===== config.mk =====
export PLATFORM = sky130hd
export DESIGN_NAME = slider_cmd_gen
export DESIGN_NICKNAME = d
export VERILOG_FILES = /design/src/rtl/slider_cmd_gen.sv
export SDC_FILE = /design/constraint.sdc
export NUM_CORES = 1
export LEC_CHECK = 0
export ABC_AREA = 1
export CORE_MARGIN = 4
export CORE_UTILIZATION = 60
export DETAILED_ROUTE_END_ITERATION = 8
export PLACE_DENSITY = 0.74
export SETUP_SLACK_MARGIN = 0.2
export SLEW_MARGIN = 15
export SYNTH_ARGS = -nofsm -noshare
export SYNTH_HDL_FRONTEND = slang
export SYNTH_SLANG_ARGS = --single-unit

===== constraint.sdc =====
create_clock -name iVGA_CLK -period 4.5 [get_ports iVGA_CLK]
set_clock_uncertainty 0.2 [all_clocks]
set_input_delay 0.9 -clock iVGA_CLK [delete_from_list [all_inputs] [get_ports iVGA_CLK]]
set_output_delay 0.9 -clock iVGA_CLK [all_outputs]
set_load 0.005 [all_outputs]

===== src/rtl/slider_cmd_gen.sv =====
// slider_cmd_gen: button sync/debounce and per-axis step strobe generator.
// Build option SLIDER_ACCEL_EN halves the repeat period after ACCEL_AFTER repeats.

module slider_axis_fsm #(
  parameter int REPEAT_DELAY_CYCLES = 7500000,
  parameter int STEP_CYCLES         = 100000,
  parameter int ACCEL_AFTER         = 16
) (
  input  logic       iVGA_CLK,
  input  logic       iRST_n,
  input  logic       i_en,
  input  logic [1:0] i_dir,
  output logic       o_plus,
  output logic       o_minus
);
  localparam int MAXP =
    (REPEAT_DELAY_CYCLES > STEP_CYCLES) ?
    REPEAT_DELAY_CYCLES : STEP_CYCLES;
  localparam int CW = (MAXP > 1) ? $clog2(MAXP) : 1;
  localparam logic [CW-1:0] DLY_LAST =
    CW'(REPEAT_DELAY_CYCLES - 1);
  localparam logic [CW-1:0] STEP_LAST =
    CW'(STEP_CYCLES - 1);

  if (REPEAT_DELAY_CYCLES < 1 || STEP_CYCLES < 1 ||
      ACCEL_AFTER < 0) begin : g_bad_cfg
    $error("slider_axis_fsm: bad timing parameters");
  end

  typedef enum logic [1:0] {
    S_IDLE,
    S_DELAY,
    S_REPEAT
  } state_t;

  state_t        r_state, w_state_nx;
  logic [CW-1:0] r_cnt, w_cnt_nx;
  logic [1:0]    r_dir, w_dir_nx;
  logic          r_plus, w_plus_nx;
  logic          r_minus, w_minus_nx;
  logic [CW-1:0] w_last;

`ifdef SLIDER_ACCEL_EN
  localparam int HALF =
    (STEP_CYCLES / 2 > 0) ? STEP_CYCLES / 2 : 1;
  localparam int RW =
    (ACCEL_AFTER > 0) ? $clog2(ACCEL_AFTER + 1) : 1;
  localparam logic [CW-1:0] FAST_LAST = CW'(HALF - 1);
  localparam logic [RW-1:0] REP_MAX = RW'(ACCEL_AFTER);

  logic [RW-1:0] r_rep, w_rep_nx;

  assign w_last = (r_rep == REP_MAX) ? FAST_LAST : STEP_LAST;
`else
  assign w_last = STEP_LAST;
`endif

  assign o_plus  = r_plus;
  assign o_minus = r_minus;

  // state, counter, latched direction and registered strobes
  always_ff @(posedge iVGA_CLK or negedge iRST_n) begin
    if (!iRST_n) begin
      r_state <= S_IDLE;
      r_cnt   <= '0;
      r_dir   <= '0;
      r_plus  <= 1'b0;
      r_minus <= 1'b0;
`ifdef SLIDER_ACCEL_EN
      r_rep   <= '0;
`endif
    end else begin
      r_state <= w_state_nx;
      r_cnt   <= w_cnt_nx;
      r_dir   <= w_dir_nx;
      r_plus  <= w_plus_nx;
      r_minus <= w_minus_nx;
`ifdef SLIDER_ACCEL_EN
      r_rep   <= w_rep_nx;
`endif
    end
  end

  // press / hold-delay / auto-repeat sequencing with abort on change
  always_comb begin
    w_state_nx = r_state;
    w_cnt_nx   = r_cnt;
    w_dir_nx   = r_dir;
    w_plus_nx  = 1'b0;
    w_minus_nx = 1'b0;
`ifdef SLIDER_ACCEL_EN
    w_rep_nx   = r_rep;
`endif
    if (!i_en) begin
      w_state_nx = S_IDLE;
      w_cnt_nx   = '0;
      w_dir_nx   = '0;
`ifdef SLIDER_ACCEL_EN
      w_rep_nx   = '0;
`endif
    end else begin
      unique case (r_state)
        S_IDLE: begin
          if (i_dir != 2'b00) begin
            w_plus_nx  = i_dir[0];
            w_minus_nx = i_dir[1];
            w_dir_nx   = i_dir;
            w_cnt_nx   = '0;
            w_state_nx = S_DELAY;
          end
        end
        S_DELAY: begin
          if (i_dir != r_dir) begin
            w_state_nx = S_IDLE;
            w_cnt_nx   = '0;
          end else if (r_cnt == DLY_LAST) begin
            w_plus_nx  = r_dir[0];
            w_minus_nx = r_dir[1];
            w_cnt_nx   = '0;
            w_state_nx = S_REPEAT;
          end else begin
            w_cnt_nx = r_cnt + 1'b1;
          end
        end
        S_REPEAT: begin
          if (i_dir != r_dir) begin
            w_state_nx = S_IDLE;
            w_cnt_nx   = '0;
`ifdef SLIDER_ACCEL_EN
            w_rep_nx   = '0;
`endif
          end else if (r_cnt == w_last) begin
            w_plus_nx  = r_dir[0];
            w_minus_nx = r_dir[1];
            w_cnt_nx   = '0;
`ifdef SLIDER_ACCEL_EN
            if (r_rep != REP_MAX) w_rep_nx = r_rep + 1'b1;
`endif
          end else begin
            w_cnt_nx = r_cnt + 1'b1;
          end
        end
        default: begin
          w_state_nx = S_IDLE;
          w_cnt_nx   = '0;
        end
      endcase
    end
  end
endmodule

module slider_cmd_gen #(
  parameter int DEBOUNCE_CYCLES     = 250000,
  parameter int REPEAT_DELAY_CYCLES = 7500000,
  parameter int STEP_CYCLES         = 100000,
  parameter int ACCEL_AFTER         = 16
) (
  input  logic       iVGA_CLK,
  input  logic       iRST_n,
  input  logic [3:0] iKEY_n,
  input  logic       iEnable,
  output logic       oSlider_go,
  output logic       oSlider_back,
  output logic       oSlider_up,
  output logic       oSlider_down,
  output logic [3:0] oKey_state
);
  localparam int DW =
    (DEBOUNCE_CYCLES > 1) ? $clog2(DEBOUNCE_CYCLES) : 1;
  localparam logic [DW-1:0] DB_LAST = DW'(DEBOUNCE_CYCLES - 1);

  if (DEBOUNCE_CYCLES < 1) begin : g_bad_cfg
    $error("slider_cmd_gen: DEBOUNCE_CYCLES must be >= 1");
  end

  logic [3:0]    r_sync1, r_sync2;
  logic [3:0]    r_stable;
  logic [DW-1:0] r_db_cnt [4];
  logic [3:0]    w_key;
  logic [1:0]    w_dir_x, w_dir_y;

  assign w_key      = ~r_sync2;
  assign oKey_state = r_stable;

  // two-flop synchroniser, preset to the released level
  always_ff @(posedge iVGA_CLK or negedge iRST_n) begin
    if (!iRST_n) begin
      r_sync1 <= 4'hF;
      r_sync2 <= 4'hF;
    end else begin
      r_sync1 <= iKEY_n;
      r_sync2 <= r_sync1;
    end
  end

  // per-key debounce: new level must persist DEBOUNCE_CYCLES edges
  always_ff @(posedge iVGA_CLK or negedge iRST_n) begin
    if (!iRST_n) begin
      r_stable <= '0;
      for (int k = 0; k < 4; k++) r_db_cnt[k] <= '0;
    end else begin
      for (int k = 0; k < 4; k++) begin
        if (w_key[k] == r_stable[k]) begin
          r_db_cnt[k] <= '0;
        end else if (r_db_cnt[k] == DB_LAST) begin
          r_stable[k] <= w_key[k];
          r_db_cnt[k] <= '0;
        end else begin
          r_db_cnt[k] <= r_db_cnt[k] + 1'b1;
        end
      end
    end
  end

  // [0]=plus, [1]=minus; opposing keys cancel
  assign w_dir_x = {r_stable[1] & ~r_stable[0],
                    r_stable[0] & ~r_stable[1]};
  assign w_dir_y = {r_stable[2] & ~r_stable[3],
                    r_stable[3] & ~r_stable[2]};

  slider_axis_fsm #(
    .REPEAT_DELAY_CYCLES(REPEAT_DELAY_CYCLES),
    .STEP_CYCLES        (STEP_CYCLES),
    .ACCEL_AFTER        (ACCEL_AFTER)
  ) u_x (
    .iVGA_CLK(iVGA_CLK),
    .iRST_n  (iRST_n),
    .i_en    (iEnable),
    .i_dir   (w_dir_x),
    .o_plus  (oSlider_go),
    .o_minus (oSlider_back)
  );

  slider_axis_fsm #(
    .REPEAT_DELAY_CYCLES(REPEAT_DELAY_CYCLES),
    .STEP_CYCLES        (STEP_CYCLES),
    .ACCEL_AFTER        (ACCEL_AFTER)
  ) u_y (
    .iVGA_CLK(iVGA_CLK),
    .iRST_n  (iRST_n),
    .i_en    (iEnable),
    .i_dir   (w_dir_y),
    .o_plus  (oSlider_down),
    .o_minus (oSlider_up)
  );
endmodule


---- Word-level counts from Yosys, hierarchy flattened ----
Index checks and enable logic that the tools add are counted.
word-level totals
  output and inout bits ................... 8
  bits of input ports ..................... 7
  register bits after elaboration ......... 142
  logic and storage cells ................. 147
operators by class
  multiplexer cells ....................... 68
  reductions and logical operators ........ 12
  bitwise logic cells ..................... 13
  $add $sub $neg .......................... 6
  equality and inequality tests ........... 28
operator list
  operator                                                number
  2-to-1 mux 23 bit                                       12
  2-to-1 mux 18 bit                                       8
  case mux 23 bit (3 select lines)                        2
  adder 18 x 1 -> 18 bit (second input constant)          4
  equality test 18 bit (second input constant)            4
  adder 23 x 1 -> 23 bit (second input constant)          2
  equality test 23 x 17 -> 1 bit (second input constant)  2
  equality test 23 bit (second input constant)            2
  2-to-1 mux 2 bit                                        16
  2-to-1 mux 1 bit                                        24
  != test 3 x 2 -> 1 bit (second input constant)          4
  case mux 1 bit (3 select lines)                         4
  case mux 2 bit (3 select lines)                         2
  AND reduction 2 bit                                     6
  != test 2 x 1 -> 1 bit (second input constant)          4
  != test 4 x 2 -> 1 bit (second input constant)          2
  inverter 1 bit                                          8
  AND reduction 3 bit                                     2
  AND 1 bit                                               4
  equality test 1 bit                                     4
  equality test 2 x 1 -> 1 bit (second input constant)    2
  equality test 2 bit (second input constant)             2
  zero test 2 bit                                         2
  != test 2 bit                                           2
  2 further kinds                                         3

---- Depth between registers and ports, before layout ----
Gate-level depths: netlist of the first run.
  depth in word-level cells ............... 6
  gate-level depth with buffers ........... 12
  mapped depth without buffers ............ 11

---- Cells and area by module ----
A second synthesis of the first run with hierarchy kept.
second synthesis, totals
  cell total of the unflattened synthesis .. 1176
  area total of the unflattened synthesis .. 8703.3 um^2
modules (own cells, without submodules)
  module                  cells an instance  area an instance (um^2)  instances  seq. area each (um^2)
  slider_cmd_gen          555                4489.3                   1          2112.0
  slider_axis_fsm at u_x  310                2108.3                   1          725.7
  slider_axis_fsm at u_y  311                2105.8                   1          725.7

---- Worst setup path before layout of the first run ----
OpenSTA, ideal clock, no wires.
  path type ............................... in2reg
  from .................................... in iEnable
  to ...................................... reg u_x.r_cnt[20]
  required time ........................... 4.170 ns
  cell stages on the path ................. 11
  path buffers ............................ 2
  library setup time ...................... 0.130 ns
  arrival ................................. 1.793 ns
  path slack .............................. 2.377 ns
  cells stage by stage .................... buf_2 -> nand2_1 -> nor2_1 -> inv_1 -> buf_6 -> nand2_1 -> inv_2 -> o21ai_0 -> inv_1 -> nand3_1 -> o21ai_0
on the way
  word-level cells in the longest chain between the ends .. 1
  elaborated cells on any way between the ends .. 2
  those cells by class .................... 1 x eq/ne; 1 x mux
RTL lines
  element                                                                       line  source
  from (decl)                                                                   161   input logic iEnable,
  != test 3 x 2 -> 1 bit (no line) / 2-to-1 mux 23 bit (equally long branches)  -
  to (signal assigned)                                                          74    r_cnt <= w_cnt_nx;
  to (decl)                                                                     37    logic [CW-1:0] r_cnt, w_cnt_nx;
Several ways; a longest one is shown, not always the timed one.
A chain may end at the register's enable or synchronous reset.

---- Worst setup path in the final report of the first run ----
Same ends and word-level chain as after synthesis.

==> results.toml, run 1 <==
[final_layout]
antenna_cells = 0
final_cells = 1355
drive_gt1_frac = 0.06870
num-nets-final = 1193
syn2layout_area_growth_pct = 10.88
fill_cells = 1148

[floorplanning]
die_h_um = 126.1
row_count = 42
core-area_um2 = 13450
dieWidth_um = 126.1
die-area_um2 = 15910
ios = 15
start_util = 0.6223

[synthesis]
synth_area_per_cell_um2 = 7.318
ys_types = 39
ys_seq_elements = 142
ys_seq_area_frac = 0.4256
synth_area_um2 = 8372
syn_inst = 1144
synth_fp_nets = 1171
yosys_warnings = 0

[worst_setup_path]
critPathKind = "input port to flop"
reg2reg_depth = 12
end_kind = "flop"
r2r_end = "u_x.r_cnt[20]"
start_kind = "input port"
path_delay_family = "buffers and inverters"
worstReg2RegStart = "oKey_state[0]"
crit_buf_inv = 5
reg2reg_setup_slack_ps = 1590
max_stage_delay_ps = 670
worstPathArrival_ps = 3420
cp_max_fo = 29
cp_cell_sequence = "clkdlybuf4s50_1, nand2_1, nor2_1, buf_4, inv_1, nand2_1, inv_2, o21ai_0, inv_1, nand3_1, o21ai_0"
cp.required_ps = 4630
crit_path_top_delay_cell = "clkdlybuf4s50_1"

[pwr]
irDropWorstVdd_v = 0.0003054
power.density_nw_per_um2 = 308.5
p_leak_nw = 4.244

[clock_tree]
cts_setup_buffers = 0
cts_max_level = 4
clk_pin_slew_ps = 60
ctsHoldBuffers = 0
cts_tree = "built"
cts_made_buffers = 17
clk_latency_ps = 430
post_cts_resized = 0
cts_root_buf = "clkbuf_16"
clockBufferDepth = 2
cts.sinks = 142

[route]
via_count = 7249
routedWlPerCell_um = 13.15
viasPerCell = 5.350
drt_iter0_drc = 597
totalWireLength_mm = 17.82
drc = 0
postRouteAntennaNets = 0
dr.pass1.iters = 5

[global_routing]
grt_pass1_wl_mm = 31.66
overflow = 0
grt_start_max_net_pins = 94
grt_usage = 0.2394
antenna_found_initial = 0
grt_pass1_vias = 6905

[timing]
rsz0062_at_grt = "no"
hold_violations = 0
maxSlewViolCount = 0
max_slew.worst_pin.slew_ps = 845.2
fin_crit_ps = 3286
setup_viol = 0
fin_setup_tns_ps = 0
fmax_ghz = 0.3043
maxSlewHeadroom = 0.4359
period_share = 0.7302

[placed_design]
dp.cells = 1323
gp_congestion = 0.9542
port_buffers = 14
hpwl_mm = 12.67

[hold_path]
hold_path_class = "flop to flop"
worst_hold_path.endpoint = "r_sync2[3]"
min_path_cells = 0
holdCritStartpoint = "r_sync1[3]"

[run_status]
outcome = "finished, final reports clean"

[flow_run]
drv_cap = 0
[report_power, final]
| group | total, W | switching (W) | internal, W | leakage, nW |
|---|---|---|---|---|
| logic | 0.0000849 | 0.0000629 | 0.0000220 | 2.00 |
| clock network | 0.00148 | 0.000536 | 0.000941 | 0.298 |
| registers | 0.00130 | 0.00000906 | 0.00129 | 1.95 |
| total | 0.00286 | 0.000608 | 0.00226 | 4.24 |
[metrics by stage]
| stage | setup slack, ps | instance area (µm²) | utilization | hold slack [ps] | total power [W] |
|---|---|---|---|---|---|
| 6_report | 1214 | 9283 | 0.6900 | 154.3 | 0.002864 |
| 3_5_place_dp | 795.6 | 8668 | 0.6443 | 146.9 | 0.001411 |
| 4_1_cts | 1244 | 9283 | 0.6900 | 155.1 | 0.002892 |
| 3_3_place_gp | 853.9 | 8668 | 0.6443 | 145.8 | 0.001409 |
| 5_1_grt | 956.2 | 9283 | 0.6900 | 155.7 | 0.002957 |
| 2_1_floorplan | 2377 | 8372 | - | 145.2 | 0.001366 |
[sequential cells by signal, indices dropped and copies added (netlist names), 2 cells and up]
signal / flops
oKey_state: 4
r_db_cnt: 72
r_sync1: 4
r_sync2: 4
u_x.r_cnt: 23
u_x.r_dir: 2
u_x.r_state: 2
u_y.r_cnt: 23
u_y.r_dir: 2
u_y.r_state: 2
[how the worst max path moves through the flow]
stage,cells after the start,startpoint,endpoint,slack (ps)
2_1_floorplan,11,iEnable,u_x.r_cnt[20],2380
3_3_place_gp,11,iEnable,u_x.r_cnt[20],850
3_5_place_dp,11,iEnable,u_x.r_cnt[20],800
4_1_cts,11,iEnable,u_x.r_cnt[20],1240
5_1_grt,11,iEnable,u_x.r_cnt[19],960
6_report,11,iEnable,u_x.r_cnt[20],1210
[synthesized netlist by cell type, drive strengths merged]
cell	count	area (µm²)
mux2i	1	10.01
a31oi	4	25.02
nand2	265	1025
xnor2	17	148.9
nor2	198	833.3
a21oi	55	275.3
o31ai	4	30.03
or2	4	27.53
nand4	27	168.9
xor2	20	175.2
dfrtp	134	3353
o21bai	2	15.01
o21ai	48	240.2
dfstp	8	210.2
ha	20	250.2
clkbuf	4	15.01
buf	11	80.07
inv	175	656.9
nand3	93	503.0
and3	3	18.77
nor3	30	155.1
nor4	2	12.51
o21a	1	7.510
nor3b	7	52.55
a21boi	9	67.57
nand3b	2	15.01
[routing by layer]
metal	GRT usage	wire, µm	up-vias
met5	0	0	-
met2	0.3903	8404	167
met3	0.05292	849	31
met1	0.3231	8276	3374
met4	0.07003	291	0
li1	-	-	3677
[cells in the final DEF (no fill, tap or decap), drive strengths merged, types with 5 or more instances in the layout]
| cell type | n |
|---|---|
| buf | 5 |
| nor3b | 7 |
| xnor2 | 17 |
| ha | 20 |
| nor2 | 198 |
| clkbuf | 22 |
| nor3 | 30 |
| inv | 176 |
| nand3 | 93 |
| a21oi | 55 |
| o21ai | 48 |
| clkdlybuf4s50 | 13 |
| nand4 | 27 |
| nand2 | 265 |
| dfrtp | 134 |
| xor2 | 20 |
| dfstp | 8 |
| a21boi | 9 |
[area by class of cell]
class / count / area (µm²) / area share
multi-input cells: 812 / 4056 / 0.4370
clock inverters: 10 / 160.2 / 0.01725
flip-flops and latches: 142 / 3563 / 0.3839
well taps: 176 / 220.2 / 0.02372
repair buffers: 18 / 171.4 / 0.01847
clock buffers: 22 / 454.2 / 0.04893
inverters: 175 / 656.9 / 0.07076
[kinds of logic after synthesis]
family	count (synthesis)	synth area share
buffers and inverters	190	0.08982
multiplexers	1	0.001196
XOR/XNOR	37	0.03871
adder cells (fa/ha/maj)	20	0.02989
flip-flops	142	0.4256
AND/OR/NAND/NOR	631	0.3358
AO/OA/AOI/OAI	123	0.07891
Note: power is estimated with default switching activity, not from simulation.
==> inputs of run 2 (changes only) <==
--- a/config.mk
+++ b/config.mk
@@ -7,7 +7,7 @@
 export LEC_CHECK = 0
 export ABC_AREA = 1
 export CORE_MARGIN = 4
-export CORE_UTILIZATION = 60
+export CORE_UTILIZATION = 57
 export DETAILED_ROUTE_END_ITERATION = 8
 export PLACE_DENSITY = 0.74
 export SETUP_SLACK_MARGIN = 0.2
==> constraint.sdc (replaced) <==
create_clock -name iVGA_CLK -period 2.7 [get_ports iVGA_CLK]
set_clock_uncertainty 0.2 [all_clocks]
set_input_delay 0.54 -clock iVGA_CLK [delete_from_list [all_inputs] [get_ports iVGA_CLK]]
set_output_delay 0.54 -clock iVGA_CLK [all_outputs]
set_load 0.005 [all_outputs]
==> run 2 against run 1 <==
Net effect: final cell count increased by 1.0%; non-clock buffer count increased by 6; count of clock-buffer cells in the layout decreased by 2; sequential power increased by 67%; largest power group unchanged; sequential share of layout area decreased by 0.25 points.
==> results.toml, run 2 (synthesis gave the netlist of run 1 again) <==
[floorplanning]
start_util = 0.5782
ios = 15
die-area_um2 = 16690
die_h_um = 129.2
dieWidth_um = 129.2
core-area_um2 = 14480
row_count = 44

[route]
routedWlPerCell_um = 13.07
drt_iter0_drc = 499
postRouteAntennaNets = 0
totalWireLength_mm = 17.89
drc = 0
viasPerCell = 5.261
via_count = 7202
dr.pass1.iters = 7

[timing]
fmax_ghz = 0.4547
fin_setup_tns_ps = 0
rsz0062_at_grt = "no"
maxSlewHeadroom = 0.6077
setup_slack_ps = 500.6
fin_crit_ps = 2199
max_slew.worst_pin.slew_ps = 586.3
setup_viol = 0
period_share = 0.8146
hold_violations = 0
maxSlewViolCount = 0

[worst_setup_path]
crit_buf_inv = 1
critPathKind = "flop to primary output"
end_kind = "primary output"
max_stage_delay_ps = 560
path_depth = 1
reg2reg_depth = 10
start_kind = "flop"
cp_cell_sequence = "clkdlybuf4s50_1"
cp_max_fo = 5
worstPathArrival_ps = 1460
crit_path_top_delay_cell = "clkdlybuf4s50_1"
cp.required_ps = 1960
path_delay_family = "buffers and inverters"

[pwr]
combPwrFrac = 0.033
p_int_w = 0.003613
clkPwrFrac = 0.503
irDropWorstVdd_v = 0.0005892
seqPwrFrac = 0.464
p_switching_w = 0.001062
p_leak_nw = 4.263
power.density_nw_per_um2 = 500.4
swShare = 0.2271

[flow_run]
drv_cap = 0

[clock_tree]
cts_max_level = 4
cts_root_buf = "clkbuf_16"
clockBufferDepth = 2
cts.sinks = 142
clk_latency_ps = 430
cts_setup_buffers = 0
cts_tree = "built"
cts_made_buffers = 17
clk_pin_slew_ps = 60

[global_routing]
overflow = 0
grt_start_max_net_pins = 56
grt_usage = 0.2261
grt_pass1_vias = 6713
grt_pass1_wl_mm = 30.73
antenna_found_initial = 0

[final_layout]
seq_area_um2 = 3563
final_util = 0.6453
drive_gt1_frac = 0.07511
mostFrequentLayoutCells = "nand2_1, nor2_1, inv_1"
largest_reg_flops = 72
final_area_um2 = 9343
antenna_cells = 0
multi_input_area_um2 = 4056
fill_cells = 1291
top_regs = "r_db_cnt x72, u_x.r_cnt x23, u_y.r_cnt x23"
syn2layout_area_growth_pct = 11.60
num-nets-final = 1199
regMostFlops = "r_db_cnt"
final_common_cell = "nand2_1"

[placed_design]
port_buffers = 14
place_ws_ps = 125.0
hpwl_mm = 12.62
placed_area_um2 = 8741
gp_congestion = 0.9328

[hold_path]
min_path_cells = 0
hold_path_class = "flop to flop"

[run_status]
outcome = "finished, final reports clean"
==> run 2: per-layer routing <==
layer  global-route usage  share of wire  vias to the layer above
met5                    0              0                        -
met4              0.06980          0.017                        0
met3              0.04864          0.044                       34
met2               0.3707           0.47                      166
met1               0.3026           0.47                     3320
li1                     -              -                     3682
==> run 2: stage by stage <==
step                hold slack (ps)  total power, W  instances
finish                        155.2        0.004675       1369
global route                  159.1        0.004842       1369
CTS                           155.4        0.004722       1369
detailed placement            146.9        0.002363       1336
global placement              145.4        0.002359       1336
floorplan                     44.41        0.002277       1144
==> run 2: layout make-up <==
type,instances,share of cell area
Clock inverter,12,0.01446
Tap cell,184,0.02464
Timing Repair Buffer,24,0.02611
Sequential cell,142,0.3814
Inverter,175,0.07031
Multi-Input combinational cell,812,0.4342
Clock buffer,20,0.04888
==> run 2: worst paths after layout <==
kind	from	end	slack (ps)
worst max-delay path	oKey_state[0]	oKey_state[0]	500
worst min-delay path	r_sync1[0]	r_sync2[0]	160
worst max register to register	oKey_state[0]	u_x.r_cnt[6]	530
worst min register to register	r_sync1[0]	r_sync2[0]	160
max in group asynchronous	iRST_n	r_sync2[1]	1160
min in group asynchronous	iRST_n	u_y.r_cnt[20]	440
==> run 2: timing repair <==
item	4_1_cts	5_1_grt
gates resized for setup	0	0
hold endpoints to repair	51	0
hold buffers	1	0
==> run 2: power groups by stage <==
stage / sequential, W / combinational (W) / clock (W)
global placement: 0.00221 / 0.000154 / 0
global route: 0.00217 / 0.000178 / 0.00249
floorplan: 0.00220 / 0.0000739 / 0
detailed placement: 0.00221 / 0.000157 / 0
CTS: 0.00217 / 0.000159 / 0.00239
finish: 0.00217 / 0.000154 / 0.00235
==> inputs of run 3 (changes only) <==
==> constraint.sdc (replaced) <==
create_clock -name iVGA_CLK -period 2.02 [get_ports iVGA_CLK]
set_clock_uncertainty 0.2 [all_clocks]
set_input_delay 0.404 -clock iVGA_CLK [delete_from_list [all_inputs] [get_ports iVGA_CLK]]
set_output_delay 0.404 -clock iVGA_CLK [all_outputs]
set_load 0.005 [all_outputs]
==> run 3 against run 2 <==
Net effect: the flow now finishes with violations (negative setup slack); critical path depth up 10; core utilization up 12 points; largest power group unchanged; final cell count up 6.6%; routed wire length up 24%; critical path type is now flop to flop; highest routed layer unchanged; worst hold slack better by 4.8 ps; critical endpoint is now u_x.r_cnt[5]; combinational power up 92%.
==> results.toml, run 3 (synthesis gave the netlist of run 1 again) <==
[placed_design]
placed_area_um2 = 9009
hpwl_mm = 13.36
gp_congestion = 0.9439
port_buffers = 14
place_ws_ps = -119.5

[run_status]
violations = "negative setup slack"
outcome = "finished, violations left"

[global_routing]
overflow = 0
grt_start_max_net_pins = 48
grt_pass1_wl_mm = 34.92
grt_pass1_vias = 7601
antenna_found_initial = 0
grt_usage = 0.2589

[final_layout]
top_regs = "r_db_cnt x72, u_x.r_cnt x23, u_y.r_cnt x23"
mostFrequentLayoutCells = "nand2_1, nor2_1, inv_1"
antenna_cells = 0
syn2layout_area_growth_pct = 33.04
largest_reg_flops = 72
final_common_cell = "nand2_1"
final_area_um2 = 11140
regMostFlops = "r_db_cnt"
drive_gt1_frac = 0.2737
num-nets-final = 1289

[route]
drc = 0
totalWireLength_mm = 22.16
drt_iter0_drc = 723
via_count = 8009
viasPerCell = 5.489
routedWlPerCell_um = 15.19
dr.pass1.iters = 6
postRouteAntennaNets = 0

[clock_tree]
clk_latency_ps = 430
cts_root_buf = "clkbuf_16"
cts_max_level = 4
clk_pin_slew_ps = 70
clockBufferDepth = 2
cts.sinks = 142
cts_made_buffers = 17
cts_tree = "built"

[timing]
fmax_ghz = 0.4948
setup_viol = 1
setup_slack_ps = -0.9766
rsz0062_at_grt = "yes"
max_slew.worst_pin.slew_ps = 377.5
period_share = 1.000
fin_crit_ps = 2021
maxSlewViolCount = 0
hold_violations = 0
hold_ws_ps = 160.1
maxSlewHeadroom = 0.7460

[pwr]
power.density_nw_per_um2 = 607.3
power.total_w = 0.006765
p_leak_nw = 5.077
irDropWorstVdd_v = 0.0006485

[worst_setup_path]
start_kind = "flop"
cp_max_fo = 5
end_kind = "flop"
cp.required_ps = 2180
worstPathArrival_ps = 2180
critPathKind = "flop to flop"

[floorplanning]
row_count = 44
die-area_um2 = 16690
dieWidth_um = 129.2
die_h_um = 129.2
start_util = 0.5782
core-area_um2 = 14480
ios = 15

[hold_path]
hold_path_class = "flop to flop"

[flow_run]
drv_cap = 0
-- run 3: per-layer routing --
layer / routed length (µm) / GRT usage / vias to the layer above
li1: - / - / 3880
met1: 9154 / 0.3327 / 3822
met2: 11330 / 0.4311 / 251
met3: 1113 / 0.05812 / 56
met4: 562 / 0.09512 / 0
met5: 0 / 0 / -
-- run 3: power breakdown --
group	switching (W)	internal [W]
logic	0.000181	0.000115
registers	0.0000323	0.00288
clock network	0.00131	0.00225
total	0.00152	0.00524
-- run 3: worst max-delay path: stages, from the launching register on --
cell and delay [ps]:
dfrtp_1 390, buf_6 140, ha_4 160, xnor2_2 180
nand2_2 130, nor2_4 140, nand2_2 70, nand2_4 100
buf_12 110, buf_12 140, nand2_8 60, a21oi_2 120
-- run 3: cell type report --
type                            count  area (µm²)
Multi-Input combinational cell    813        4875
Clock inverter                     14       229.0
Inverter                          175       666.9
Clock buffer                       18       439.2
Tap cell                          184       230.2
Timing Repair Buffer              113        1127
Fill cell                         980        3341
Sequential cell                   142        3571
-- run 3: worst paths after layout --
kind	from	to	slack (ps)	depth (start not counted)
max in group asynchronous	iRST_n	r_sync1[0]	750	3
min in group asynchronous	iRST_n	u_y.r_cnt[17]	240	2
min	r_sync1[3]	r_sync2[3]	160	0
min reg2reg	r_sync1[3]	r_sync2[3]	160	0
max	oKey_state[1]	u_x.r_cnt[5]	-1	11
max reg2reg	oKey_state[1]	u_x.r_cnt[5]	-1	11
-- run 3: what timing repair did --
| action | in CTS | in global routing |
|---|---|---|
| buffers inserted | 22 | 32 |
| hold buffers | 1 | 0 |
| cloned | 3 | 1 |
| pin swaps | 32 | 64 |
| resized for setup | 131 | 146 |
| endpoints found under the setup margin | 84 | 111 |
| endpoints found under the hold margin | 35 | 0 |
-- run 3: metrics by stage --
stage,utilization,cells,TNS [ps]
after floorplan,-,1144,0
after global routing,0.7693,1459,-1620
after CTS,0.7132,1426,0
after global placement,0.6222,1368,-294.7
final,0.7693,1459,-0.9766
after detailed placement,0.6222,1368,-641.9
